<file path="src/rtl/mat_seq_pkg.sv">
// rtl/mat_seq_pkg.sv - shared types and constants for the 2x2 matrix multiply sequencer
package mat_seq_pkg;

  typedef enum logic [1:0] {
    ST_IDLE = 2'd0,
    ST_MUL  = 2'd1,
    ST_DONE = 2'd2
  } state_t;

  localparam int NUM_STEPS = 8;
  localparam int STEP_W    = $clog2(NUM_STEPS);

  localparam int W_IDX = 0;
  localparam int X_IDX = 1;
  localparam int Y_IDX = 2;
  localparam int Z_IDX = 3;

endpackage

</file>
<file path="src/rtl/mul_4x4.sv">
// rtl/mul_4x4.sv - combinational unsigned DATA_W x DATA_W multiplier
module mul_4x4 #(
  parameter int DATA_W = 4
) (
  input  logic [DATA_W-1:0]   a_i,
  input  logic [DATA_W-1:0]   b_i,
  output logic [2*DATA_W-1:0] p_o
);

  assign p_o = {{DATA_W{1'b0}}, a_i} * {{DATA_W{1'b0}}, b_i};

endmodule

</file>
<file path="src/rtl/mat_mult_sequencer.sv">
// rtl/mat_mult_sequencer.sv - 2x2 matrix multiply using one shared multiplier over 8 steps
// Optional overflow flags on port ovf when MAT_SEQ_OVF_EN is defined.
module mat_mult_sequencer
  import mat_seq_pkg::*;
#(
  parameter int DATA_W = 4,
  parameter int RES_W  = 8
) (
  input  logic              clk,
  input  logic              rst_n,
  input  logic              in_valid,
  output logic              in_ready,
  input  logic [DATA_W-1:0] a,
  input  logic [DATA_W-1:0] b,
  input  logic [DATA_W-1:0] c,
  input  logic [DATA_W-1:0] d,
  input  logic [DATA_W-1:0] e,
  input  logic [DATA_W-1:0] f,
  input  logic [DATA_W-1:0] g,
  input  logic [DATA_W-1:0] h,
  output logic              out_valid,
  input  logic              out_ready,
  output logic [RES_W-1:0]  w,
  output logic [RES_W-1:0]  x,
  output logic [RES_W-1:0]  y,
  output logic [RES_W-1:0]  z,
`ifdef MAT_SEQ_OVF_EN
  output logic [3:0]        ovf,
`endif
  output logic              busy
);

`ifdef MAT_SEQ_OVF_EN
  localparam int SUM_W = RES_W + 1;
`else
  localparam int SUM_W = RES_W;
`endif

  state_t              state_q, state_d;
  logic [STEP_W-1:0]   step_q, step_d;
  logic [DATA_W-1:0]   op_a_q [4];
  logic [DATA_W-1:0]   op_a_d [4];
  logic [DATA_W-1:0]   op_b_q [4];
  logic [DATA_W-1:0]   op_b_d [4];
  logic [RES_W-1:0]    acc_q  [4];
  logic [RES_W-1:0]    acc_d  [4];
  logic                alive_q;
`ifdef MAT_SEQ_OVF_EN
  logic [3:0]          ovf_q, ovf_d;
`endif

  logic [DATA_W-1:0]   mul_a, mul_b;
  logic [2*DATA_W-1:0] prod;
  logic [1:0]          acc_idx;
  logic [SUM_W-1:0]    sum;
  logic                in_hs;

  // Step k: row k[2], column k[1], inner term k[0]; A is row-major {a,b,c,d}, B is {e,f,g,h}.
  assign acc_idx = step_q[2:1];
  assign mul_a   = op_a_q[{step_q[2], step_q[0]}];
  assign mul_b   = op_b_q[{step_q[0], step_q[1]}];
  assign sum     = SUM_W'(acc_q[acc_idx]) + SUM_W'(prod);

  mul_4x4 #(.DATA_W(DATA_W)) u_mul (
    .a_i (mul_a),
    .b_i (mul_b),
    .p_o (prod)
  );

  // alive_q keeps in_ready low until the first clock edge after reset release.
  assign in_ready  = alive_q && (state_q == ST_IDLE);
  assign in_hs     = in_valid && in_ready;
  assign out_valid = (state_q == ST_DONE);
  assign busy      = (state_q == ST_MUL) || (state_q == ST_DONE);

  assign w = acc_q[W_IDX];
  assign x = acc_q[X_IDX];
  assign y = acc_q[Y_IDX];
  assign z = acc_q[Z_IDX];
`ifdef MAT_SEQ_OVF_EN
  assign ovf = ovf_q;
`endif

  always_comb begin
    state_d = state_q;
    step_d  = step_q;
    op_a_d  = op_a_q;
    op_b_d  = op_b_q;
    acc_d   = acc_q;
`ifdef MAT_SEQ_OVF_EN
    ovf_d   = ovf_q;
`endif
    case (state_q)
      ST_IDLE: begin
        if (in_hs) begin
          op_a_d  = '{a, b, c, d};
          op_b_d  = '{e, f, g, h};
          acc_d   = '{default: '0};
          step_d  = '0;
`ifdef MAT_SEQ_OVF_EN
          ovf_d   = '0;
`endif
          state_d = ST_MUL;
        end
      end
      ST_MUL: begin
        acc_d[acc_idx] = sum[RES_W-1:0];
`ifdef MAT_SEQ_OVF_EN
        ovf_d[acc_idx] = ovf_q[acc_idx] | sum[RES_W];
`endif
        step_d = step_q + 1'b1;
        if (step_q == STEP_W'(NUM_STEPS - 1)) begin
          state_d = ST_DONE;
        end
      end
      ST_DONE: begin
        if (out_ready) begin
          state_d = ST_IDLE;
        end
      end
      default: state_d = ST_IDLE;
    endcase
  end

  always_ff @(posedge clk or negedge rst_n) begin
    if (!rst_n) begin
      state_q <= ST_IDLE;
      step_q  <= '0;
      alive_q <= 1'b0;
      for (int i = 0; i < 4; i++) begin
        op_a_q[i] <= '0;
        op_b_q[i] <= '0;
        acc_q[i]  <= '0;
      end
`ifdef MAT_SEQ_OVF_EN
      ovf_q   <= '0;
`endif
    end else begin
      state_q <= state_d;
      step_q  <= step_d;
      alive_q <= 1'b1;
      op_a_q  <= op_a_d;
      op_b_q  <= op_b_d;
      acc_q   <= acc_d;
`ifdef MAT_SEQ_OVF_EN
      ovf_q   <= ovf_d;
`endif
    end
  end

endmodule

</file>
<file path="config.mk">
export PLATFORM = sky130hd
export DESIGN_NAME = mat_mult_sequencer
export DESIGN_NICKNAME = d
export VERILOG_FILES = /design/src/rtl/mat_seq_pkg.sv /design/src/rtl/mul_4x4.sv /design/src/rtl/mat_mult_sequencer.sv
export SDC_FILE = /design/constraint.sdc
export NUM_CORES = 1
export LEC_CHECK = 0
export BUFFER_PORTS_ARGS = -buffer_cell sky130_fd_sc_hd__buf_2
export CORE_ASPECT_RATIO = 0.9
export CORE_MARGIN = 1.5
export CORE_UTILIZATION = 45
export CTS_CLUSTER_DIAMETER = 40
export DETAILED_ROUTE_END_ITERATION = 12
export HOLD_SLACK_MARGIN = 0.15
export PLACE_DENSITY = 0.75
export SYNTH_ARGS = -nofsm -noshare
export SYNTH_HDL_FRONTEND = slang
export SYNTH_HIERARCHICAL = 1
export SYNTH_SLANG_ARGS = --single-unit
</file>
<file path="constraint.sdc">
create_clock -name clk -period 3.9 [get_ports clk]
set_clock_uncertainty 0.15 [all_clocks]
set_input_delay 0.39 -clock clk [delete_from_list [all_inputs] [get_ports clk]]
set_output_delay 0.39 -clock clk [all_outputs]
set_load 0.03 [all_outputs]
</file>
==> results of run 1 <==
through the flow:
step / setup TNS [ps] / cells / utilization / instance area, sq um
global placement: -2450 / 484 / 0.541 / 4410
detailed placement: -4180 / 484 / 0.541 / 4410
finish: -4000 / 534 / 0.613 / 5000
global route: -6020 / 534 / 0.613 / 5000
floorplan: -773 / 303 / - / 3830
CTS: -3130 / 532 / 0.610 / 4970
final timing paths:
| kind | start | to | slack (ps) | cells after the start |
|---|---|---|---|---|
| min in group asynchronous | rst_n | z[0] | 410 | 2 |
| worst min register to register | x[1] | x[1] | 360 | 2 |
| worst min-delay path | out_ready | state_q[0] | 310 | 3 |
| worst max-delay path | step_q[0] | x[7] | -390 | 15 |
| max in group asynchronous | rst_n | step_q[0] | 2170 | 3 |
| worst max register to register | step_q[0] | x[7] | -390 | 15 |
cells by family after synthesis:
group,Yosys count,share of synthesized area
muxes,48,0.189
other,1,0.000982
AOI/OAI and AO/OA,61,0.114
and+or+nand+nor,65,0.0813
xor gates and xnor gates,10,0.0269
adders and majority gates,30,0.108
buffers and inverters,18,0.0213
DFF,70,0.459
final cells by class:
cell class	count	area, sq um
tap	99	124
timing repair buffer	125	853
multi-input combinational	215	2040
inverter	9	33.8
clock buffer	10	128
sequential	70	1750
fill	631	3150
clock inverter	6	62.6
state kept, by name, indices dropped and copies added (netlist names), 2 cells and up:
register	flops
w	8
op_b_q	16
step_q	3
y	8
op_a_q	16
z	8
state_q	2
x	8
routing by layer:
| metal | GRT usage | vias to the layer above | wire length (microns) |
|---|---|---|---|
| li1 | - | 1362 | - |
| met1 | 0.304 | 1481 | 4070 |
| met2 | 0.345 | 91 | 4650 |
| met3 | 0.0449 | 11 | 503 |
| met4 | 0.0681 | 0 | 139 |
| met5 | 0 | - | 0 |
layout by cell type, fill, tap and decap left out, drive strengths merged, types with 2 or more instances in the layout:
cell type	instances
buf	92
a21o	3
mux4	16
nand2b	2
nor2	4
a21oi	8
fa	5
dfrtp	70
inv	9
xor2	4
a22o	18
nand2	39
ha	25
and2	14
mux2	32
dlygate4sd3	33
o21ai	20
nor3b	2
clkbuf	10
clkinv	5
o31ai	5
xnor2	6
critical path, delay by kind of cell, from the launching register on:
family / cells / cell delay, ps
adders and majority gates: 4 / 1590
muxes: 1 / 560
AOI/OAI and AO/OA: 6 / 840
DFF: 1 / 430
xor gates and xnor gates: 2 / 390
and+or+nand+nor: 1 / 110
buffers and inverters: 1 / 80
Yosys cell counts, drive strengths merged, types with 2 or more instances:
cell type	n	area share
a21o	3	0.0062
a21oi	8	0.010
a22o	18	0.041
and2	14	0.023
buf	9	0.012
dfrtp	70	0.46
fa	5	0.026
ha	25	0.082
inv	9	0.0088
mux2	32	0.094
mux4	16	0.094
nand2	39	0.040
nand2b	2	0.0033
nor2	4	0.0039
nor3b	2	0.0039
o21ai	20	0.026
o31ai	5	0.012
xnor2	6	0.016
xor2	4	0.011
timing repair:
item	CTS	global route
endpoints found under the hold margin	55	1
cloned	0	0
gates resized for setup	11	2
hold buffers	32	1
endpoints found under the setup margin	16	20
buffers inserted	2	1
pin swaps	11	4
==> results, run 1 <==
- The flow ran to the end, but the final reports show violations.
- The checks that failed: negative setup slack.
- The number of max-slew violations in the final report is 0.
- The clock sink total is 70.
- The final antenna diode count is 0.
- The post-placement setup slack is -430 ps.
- Across every metal layer, demand over resource in global routing totals 0.219.
- In this run, distinct cell masters in the synthesized netlist total 38.
- The number of iterations in the first detailed-routing pass is 6.
- The synthesized area per cell is between 10 and 15 sq um.
- After the last flow step, the layout net total stands at ~500.
- The leftover overflow at the end of global routing is 0.
- The worst slew margin relative to its limit is 0.618.
- The final HPWL from detailed placement is 6460 microns.
- The row count is 31.
- Setup violations remaining at the end of the flow were counted as 16.
- Of the synthesized area, sequential elements account for 0.459.
- The count of flip-flops with a built-in enable after synthesis is 0.
- The critical path goes through mux4_2 > nand2_2 > fa_1 > inv_1 > fa_1 > fa_2 > a21o_2 > a21oi_2 > xnor2_1 > ha_1 > a21oi_2 > o21a_1 > o31ai_2 > xnor2_2 > o31ai_2.
- The share of post-route cells with drive strength above 1 is 0.409.
- TritonCTS built the clock tree.
- The total I/O pin count is just over 70.
- The sort of element at the start of the critical path is a flop.
- The cell with the biggest individual delay on the critical path is sky130_fd_sc_hd__mux4_2.
- Max-cap violations in this run came to 0.
- For this run, the leading register cell type out of synthesis is sky130_fd_sc_hd__dfrtp_1.
- The initial antenna violation count is 0.
- The final clock period utilization by the worst path is 1.10.
- The die footprint is 9050 sq um.
- The overall via count from detail_route is 2945.
- The smallest hold slack is 307 ps.
- For this run, the top clock speed supported by timing is between 0.2 and 0.25 GHz.
- For this run, the number of Yosys warnings is 6.
- The mapped netlist covers 3820 sq um.
- The maximum fanout count along the critical path is 5.
- For this block, the routed nets add up to 9360 microns of wire.
- The die extent in y is 90.4 microns.
- The critical path capture point type is a flop.
- The clock passes through at most 2 buffers.
- In the routed design, unresolved DRC markers number 0.
- Relative to the synthesized area, the layout overhead comes to 30.9%.
- The starting density of the core is 0.469.
- The largest stage delay on the critical path is ~560 ps.
- Setup repair after global routing could not meet its margin everywhere.
- The net count after synthesis is 369.
- The number of global-route vias before repair was 3009.
- The floorplan step defined a core boundary enclosing 8150 sq um.
- For the worst setup path, the data arrival time is 4350 ps.
- The largest net degree at the start of global routing is 47.
- The number of nets with antenna violations after detailed routing is 0.
- For this run, asynchronously set or reset flops after synthesis account for 1.00.
- At the later pin of the worst-skew pair, clock insertion delay measures 350 ps.
- The worst path setup slack after routing is -390 ps.
- Counting every instance in the synthesized netlist gives a little over 300.
- The number of hold-slack violations in the final timing report is 0.
- The DRC marker count from the first detailed-route iteration is roughly 190.
- TritonCTS created 9 clock buffers.
- Dividing the detail-routed via count by the number of cells gives 5.51.
- The flip-flop and latch count after synthesis is 70.
- The setup path with the least slack is of type flop to flop.
- The slew at the pin closest to its max-slew limit is 573 ps.
- After detailed routing, the average wire length per cell comes to roughly 18 microns.
- The worst path required time is 3960 ps.
- The type of the tightest min-delay check is input pin to flop.
- The tree is rooted in a sky130_fd_sc_hd__clkbuf_8.
- Counting I/O delays and the setup requirement, the final critical path takes approximately 4300 ps.
- Clock-pin slew was measured on the worst setup and hold paths at 70 ps.
- The maximum level of the CTS H-tree is 3.
- The count of input and output buffers is 70.
- The chip width is 100 microns.
- The routability-driven placement congestion ratio is ~0.79.
- The global-route wire length before repair is between 15000 and 20000 microns.
Power of run 1 is not shown: default switching activity piles up to over one toggle a cycle in this logic, so the estimate is an artifact.
==> inputs of run 2 (changes only) <==
Settings changed: ABC_AREA set to 1, REMOVE_ABC_BUFFERS set to 1.
==> results, run 2 <==
- The standard cell area after detailed placement is 4630 sq um (+5.0%).
- The most common cell in the synthesized netlist is sky130_fd_sc_hd__nand2_1.
- The maximum frequency from static timing analysis is 0.243 GHz (+4.2%).
- The post-synthesis adder-cell area fraction is 0.102 (-0.00593).
- The dominant register cell in the synthesized netlist is sky130_fd_sc_hd__dfrtp_1.
- The via density per instance is 5.54 (+0.41%).
- The largest net degree at the start of global routing is 45 (-4.3%).
- The final HPWL from detailed placement came to 7360 microns (+14%).
- The start point of the worst hold path is c[0].
- The post-route minimum period is 4120 ps (-172 ps).
- The final design instance area without fill was 5630 sq um (+13%).
- The setup violation total in the final timing report came to 16 (unchanged).
- The sort of element at the start of the critical path is a flop.
- The number of max-slew violations in the final report was 0 (unchanged).
- TritonCTS built the clock tree.
- The area inside the core boundary was 8650 sq um (+6.2%).
- The number of buffers created by CTS is 9 (unchanged).
- The leftover overflow at the end of global routing is 0 (unchanged).
- The routed wirelength normalized by instance count is 17.1 microns (-2.4%).
- The flow ran to the end, but the final reports show violations.
- The largest registers in the layout are op_a_q (16), op_b_q (16).
- The worst path setup slack after routing is -218 ps (+172 ps).
- The DRC marker count from the first detailed-route iteration is 288 (+53%).
- The total I/O pin count came to 71 (unchanged).
- The fraction of registers with async set or reset after synthesis was 1.00 (unchanged).
- The number of nets with antenna violations after detailed routing came to 0 (unchanged).
- The checks that failed: negative setup slack.
- The combinational family with the most area after synthesis is simple AND/OR/NAND/NOR gates.
- The routability-driven placement congestion ratio is 0.963 (+21%).
- The post-synthesis sequential area ratio came to 0.434 (-0.0252).
- The die extent in y was 92.9 microns (+2.8%).
- In the synthesized netlist, the cells that appear most often are sky130_fd_sc_hd__nand2_1, sky130_fd_sc_hd__dfrtp_1, sky130_fd_sc_hd__inv_1.
- The initial antenna violation count is 0 (unchanged).
- The share of the synthesized area in the top cell type is 0.434 (-0.0252).
- The row count was 32 (+3.2%).
- The starting density of the core came to 0.467 (-0.00165).
- The library cell used most frequently in the layout, excluding fill and tap cells, is sky130_fd_sc_hd__nand2_1.
- The number of instances in the synthesized netlist is 446 (+47%).
- The maximum fanout count along the critical path came to 6 (+1).
- Of all cell types, the one taking the most synthesized area is sky130_fd_sc_hd__dfrtp_1.
- The DRC violation count after routing is 0 (unchanged).
- The unique cell type count in the Yosys netlist came to 33 (-13%).
- The final-stage net count came to 656 (+32%).
- The critical path capture point type is a flop.
- The type of the tightest min-delay check is input pin to flop.
- The overall via count from detail_route is 3954 (+34%).
- From synthesis to final layout, the design area changed by 39.3%.
- The basic-gate share of the synthesized area counting and, or, nand and nor cells is 0.207 (+0.125).
- CTS placed an instance of sky130_fd_sc_hd__clkbuf_8 at the clock tree root.
- The final antenna diode count came to 0 (unchanged).
- The launch point of the critical path is step_q[0].
- The clock-pin slew on the worst setup and hold paths is 70 ps (about the same).
- The number of iterations in the first detailed-routing pass is 5 (-1).
- The final clock period utilization by the worst path is 1.06 (-0.0441).
- The number of global-route vias before repair is 3884 (+29%).
- The die footprint is 9550 sq um (+5.6%).
- Ranked by total cell area, the synthesized netlist is headed by sky130_fd_sc_hd__dfrtp_1, sky130_fd_sc_hd__nand2_1, sky130_fd_sc_hd__mux2_2.
- The core utilization of the finished layout is 0.651 (+0.0374).
- The xor and xnor fraction of the mapped netlist area is 0.00867 (-0.0182).
- The synthesis warning total was 6 (unchanged).
- The buffer levels on the longest clock path is 2 (unchanged).
- The global-route wire length before repair is 18400 microns (+21%).
- The critical path data arrival time is 4210 ps (-140 ps).
- The number of max-cap violations was 0 (unchanged).
- The clock sink total is 70 (unchanged).
- The mux cell area share after synthesis is 0.0892 (-0.0996).
- The flip-flop and latch count after synthesis is 70 (unchanged).
- The share of post-route cells with drive strength above 1 is 0.393 (-0.0159).
- The worst slew margin relative to its limit is 0.345 (-0.273).
- The critical path is of the flop to flop type.
- The chip width is 103 microns (+2.8%).
- The area of the mapped netlist is 4040 sq um (+5.8%).
- The clock network latency to the later pin of the worst-skew pair is 360 ps (about the same).
- The launching point of the worst reg2reg path is step_q[0].
- The synthesized area per cell is 9.06 sq um (-28%).
- The area fraction in compound gates after synthesis is 0.0985 (-0.0152).
- The slew at the pin closest to its max-slew limit came to 983 ps (+410 ps).
- The global router's overall resource usage is 0.254 (+0.0350).
- The count of input and output buffers was 70 (unchanged).
- The top cell types in the final layout, fill and taps aside, are sky130_fd_sc_hd__nand2_1, sky130_fd_sc_hd__buf_2, sky130_fd_sc_hd__dfrtp_1.
- The worst path required time is 4000 ps (+40 ps).
- The maximum level of the CTS H-tree is 3 (unchanged).
- Setup repair after global routing could not meet its margin everywhere.
- The number of hold-slack violations in the final timing report is 0 (unchanged).
- The overall routed net length is 12200 microns (+30%).
- The count of flip-flops with a built-in enable after synthesis was 0 (unchanged).
-- run 2: cell count changes in the layout (fill, tap and decap cells not counted), sizes merged, moves of 4 or more --
cell   delta
and2     -14
o22ai    +10
nand2    +82
o31ai     -4
a22o     -18
inv      +35
nand4     +4
mux4     -16
o21ai    +14
xnor2     -6
nand3    +34
buf      +18
a22oi     +8
nor2     +22
-- run 2: final timing paths --
check | endpoint | slack [ps] | cells after the start
min reg2reg | x[3] | 360 | 2
max | w[7] | -220 | 20
min | op_a_q[4] | 150 | 2
min in group asynchronous | op_b_q[12] | 580 | 2
max in group asynchronous | w[6] | 2100 | 3
max reg2reg | w[7] | -220 | 20
-- run 2: area by class of cell --
class | instances | area, sq um
Clock buffer | 11 | 141
Inverter | 45 | 173
Multi-Input combinational cell | 322 | 2320
Sequential cell | 70 | 1750
Tap cell | 119 | 149
Timing Repair Buffer | 142 | 982
Fill cell | 625 | 3020
Clock inverter | 5 | 106
-- run 2: cell families after synthesis --
kind of cell | after synthesis
AOI/OAI and AO/OA | 65
xor gates and xnor gates | 4
adders and majority gates | 30
buffers and inverters | 54
DFF | 70
muxes | 32
other | 1
and+or+nand+nor | 190
-- run 2: critical path, stage by stage, from the launching register on --
cell                      delay (ps)
sky130_fd_sc_hd__dfrtp_1         420
sky130_fd_sc_hd__buf_6           160
sky130_fd_sc_hd__o21ai_0         130
sky130_fd_sc_hd__o22ai_2         270
sky130_fd_sc_hd__nand2_1         120
sky130_fd_sc_hd__fa_1            500
sky130_fd_sc_hd__inv_1            50
sky130_fd_sc_hd__fa_2            460
sky130_fd_sc_hd__fa_2            430
sky130_fd_sc_hd__nand3_2          90
sky130_fd_sc_hd__nand2_1          60
sky130_fd_sc_hd__xor2_1          150
sky130_fd_sc_hd__ha_1            350
sky130_fd_sc_hd__nand2_2         120
sky130_fd_sc_hd__inv_2            40
sky130_fd_sc_hd__a21oi_2         130
sky130_fd_sc_hd__nand2_2          90
sky130_fd_sc_hd__inv_2            80
sky130_fd_sc_hd__nand2_4          70
sky130_fd_sc_hd__nand3_2          80
sky130_fd_sc_hd__nand2_1          60
-- run 2: per-layer routing --
metal,track usage,part of all wire
met5,0,0
met3,0.0423,0.069
met4,0.123,0.038
met2,0.410,0.48
met1,0.329,0.41
-- run 2: timing repair --
item | 4_1_cts | 5_1_grt
endpoints found under the hold margin | 74 | 0
setup buffers | 13 | 4
gates resized for setup | 26 | 51
hold buffers | 32 | 0
gates cloned | 0 | 1
endpoints found under the setup margin | 20 | 20
pin swaps | 29 | 36
-- run 2: per-stage QoR --
step	worst slack [ps]	instances	setup TNS [ps]	hold slack [ps]
global placement	-113	648	-1080	334
detailed placement	-199	648	-2200	337
finish	-218	714	-1970	155
floorplan	-183	437	-1720	-55.6
CTS	-18.1	709	-42.8	156
global route	-345	714	-4400	154
Power of run 2 is left out for the same reason.
==> inputs of run 3 (changes only) <==
--- a/config.mk
+++ b/config.mk
@@ -16,4 +16,5 @@
 export PLACE_DENSITY = 0.75
 export REMOVE_ABC_BUFFERS = 1
+export SLEW_MARGIN = 20
 export SYNTH_ARGS = -nofsm -noshare
 export SYNTH_HDL_FRONTEND = slang
==> constraint.sdc (replaced) <==
create_clock -name clk -period 3.9 [get_ports clk]
set_clock_uncertainty 0.15 [all_clocks]
set_input_delay 0.585 -clock clk [delete_from_list [all_inputs] [get_ports clk]]
set_output_delay 0.585 -clock clk [all_outputs]
set_load 0.03 [all_outputs]
==> results, run 3 (synthesis gave the netlist of run 2 again) <==
- The number of nets with antenna violations after detailed routing is 0 (unchanged).
- The overall via count from detail_route is 3700 (-6.4%).
- The maximum frequency from static timing analysis is 0.243 GHz (about the same).
- The chip width is 103 microns (unchanged).
- The initial antenna violation count came to 0 (unchanged).
- The DRC violation count after routing is 0 (unchanged).
- The clock network latency to the later pin of the worst-skew pair was 360 ps (about the same).
- The worst slew margin relative to its limit is 0.377 (+0.0325).
- The setup violation total in the final timing report is 16 (unchanged).
- The global router's overall resource usage is 0.244 (-0.00968).
- The largest registers in the layout are op_a_q (16), op_b_q (16).
- In this run the worst hold path is classified as input pin to asynchronous set/reset pin.
- The number of iterations in the first detailed-routing pass is 6 (+1).
- The kind of critical path is flop to flop.
- The final-stage net count is 615 (-6.3%).
- The largest stage delay on the critical path is 570 ps (+70 ps).
- The clock sink total is 70 (unchanged).
- The sort of element at the start of the critical path is a flop.
- The buffering stage count on the worst path with inverters included is 3 (-1).
- The starting density of the core is 0.467 (unchanged).
- The leftover overflow at the end of global routing is 0 (unchanged).
- The maximum fanout count along the critical path is 6 (unchanged).
- The cell with the biggest individual delay on the critical path is sky130_fd_sc_hd__fa_2.
- The standard cell area after detailed placement is 4640 sq um (+0.16%).
- The share of post-route cells with drive strength above 1 is 0.369 (-0.0244).
- The hold buffer count at CTS was 0 (-100%).
- The routability-driven placement congestion ratio was 0.947 (-1.7%).
- The area inside the core boundary is 8650 sq um (unchanged).
- The checks that failed: negative setup slack.
- The number of max-slew violations in the final report is 0 (unchanged).
- The via density per instance is 5.51 (-0.58%).
- The die extent in y is 92.9 microns (unchanged).
- The number of hold-slack violations in the final timing report is 0 (unchanged).
- Setup repair after global routing could not meet its margin everywhere.
- The maximum level of the CTS H-tree is 3 (unchanged).
- The post-placement setup slack was -224 ps (-25.1 ps).
- The slew at the pin closest to its max-slew limit is 934 ps (-48.7 ps).
- The routed wirelength normalized by instance count is 16.6 microns (-2.9%).
- The worst path setup slack after routing came to -220 ps (-2.31 ps).
- The largest net degree at the start of global routing is 43 (-4.4%).
- The total I/O pin count is 71 (unchanged).
- The final HPWL from detailed placement is 7490 microns (+1.8%).
- The overall routed net length is 11200 microns (-8.6%).
- The number of buffers created by CTS is 9 (unchanged).
- The final antenna diode count is 0 (unchanged).
- The top cell family by delay on the critical path is adder cells.
- The library cell used most frequently in the layout, excluding fill and tap cells, is sky130_fd_sc_hd__nand2_1.
- The post-route minimum period was 4120 ps (+2.31 ps).
- The final design instance area without fill is 5090 sq um (-9.5%).
- From synthesis to final layout, the design area changed by 26.1%.
- The DRC marker count from the first detailed-route iteration is 233 (-19%).
- The total negative setup slack is -2380 ps (-406 ps).
- The final clock period utilization by the worst path is 1.06 (about the same).
- The die footprint is 9550 sq um (unchanged).
- The number of max-cap violations was 0 (unchanged).
- The global-route wire length before repair is 17700 microns (-3.6%).
- The flow ran to the end, but the final reports show violations.
- The worst path required time came to 3990 ps (about the same).
- The library cells used most frequently in the layout, excluding fill and tap cells, are sky130_fd_sc_hd__nand2_1, sky130_fd_sc_hd__buf_2, sky130_fd_sc_hd__dfrtp_1.
- The row count is 32 (unchanged).
- TritonCTS built the clock tree.
- Traced cell by cell, the critical path runs through inv_2 > buf_6 > o21ai_1 > o22ai_2 > nand2_2 > fa_1 > inv_1 > fa_2 > ha_4 > nand3_2 > nand3_2 > xor2_1 > ha_1 > nand2_1 > nor2_1 > nand2_1 > nand2_1 > nand3_2 > nand3_2 > nand2_1.
- The tree is rooted in a sky130_fd_sc_hd__clkbuf_8.
- The count of input and output buffers is 70 (unchanged).
- The clock-pin slew on the worst setup and hold paths is 70 ps (about the same).
- The fill cell instance count of the final layout is 757 (+21%).
- The number of global-route vias before repair was 3745 (-3.6%).
- The buffer levels on the longest clock path is 2 (unchanged).
- The critical path data arrival time is 4210 ps (about the same).
- STA classifies the critical path endpoint as a flop.
## run 3: changes by cell type in the layout (fill, tap and decap cells not counted), moves of 3 or more
| cell | delta |
|---|---|
| sky130_fd_sc_hd__buf_4 | -9 |
| sky130_fd_sc_hd__dlygate4sd3_1 | -32 |
| sky130_fd_sc_hd__nand2_1 | +7 |
| sky130_fd_sc_hd__nand2_2 | -6 |
| sky130_fd_sc_hd__o21ai_1 | +5 |
| sky130_fd_sc_hd__o21ai_2 | -3 |
## run 3: what timing repair did
item	in CTS	in global routing
pin swaps	22	27
gates cloned	1	0
resized for setup	27	25
buffers inserted	4	3
setup endpoints to repair	18	19
## run 3: final timing paths
path                       startpoint          to  slack, ps  cells after the start
setup / recovery            step_q[0]        w[7]       -220                     20
hold / removal                  rst_n   op_a_q[1]        210                      1
setup reg to reg            step_q[0]        w[7]       -220                     20
hold reg to reg                  w[4]        w[4]        350                      2
max in group asynchronous       rst_n        y[6]       2460                      2
min in group clk                 e[2]  op_b_q[14]        300                      2
## run 3: routing by layer
layer	global-route usage	vias to the layer above	part of all wire
met4	0.120	0	0.034
met5	0	-	0
met2	0.397	171	0.48
li1	-	1708	-
met3	0.0347	37	0.068
met1	0.317	1784	0.42
## run 3: area by class of cell
class                      instances  area, sq um  share of cell area
timing repair buffer             101          594               0.117
clock inverter                     4         47.5             0.00933
sequential                        70         1750               0.344
clock buffer                      11          141              0.0278
multi-input combinational        322         2240               0.439
inverter                          45          170              0.0334
tap                              119          149              0.0292
## run 3: stage by stage
stage          hold slack, ps  std cells  utilization
2_1_floorplan             139        437            -
3_3_place_gp              333        649        0.536
3_5_place_dp              337        649        0.536
4_1_cts                   242        669        0.572
5_1_grt                   289        672        0.589
6_report                  215        672        0.589
Power of run 3 is left out for the same reason.
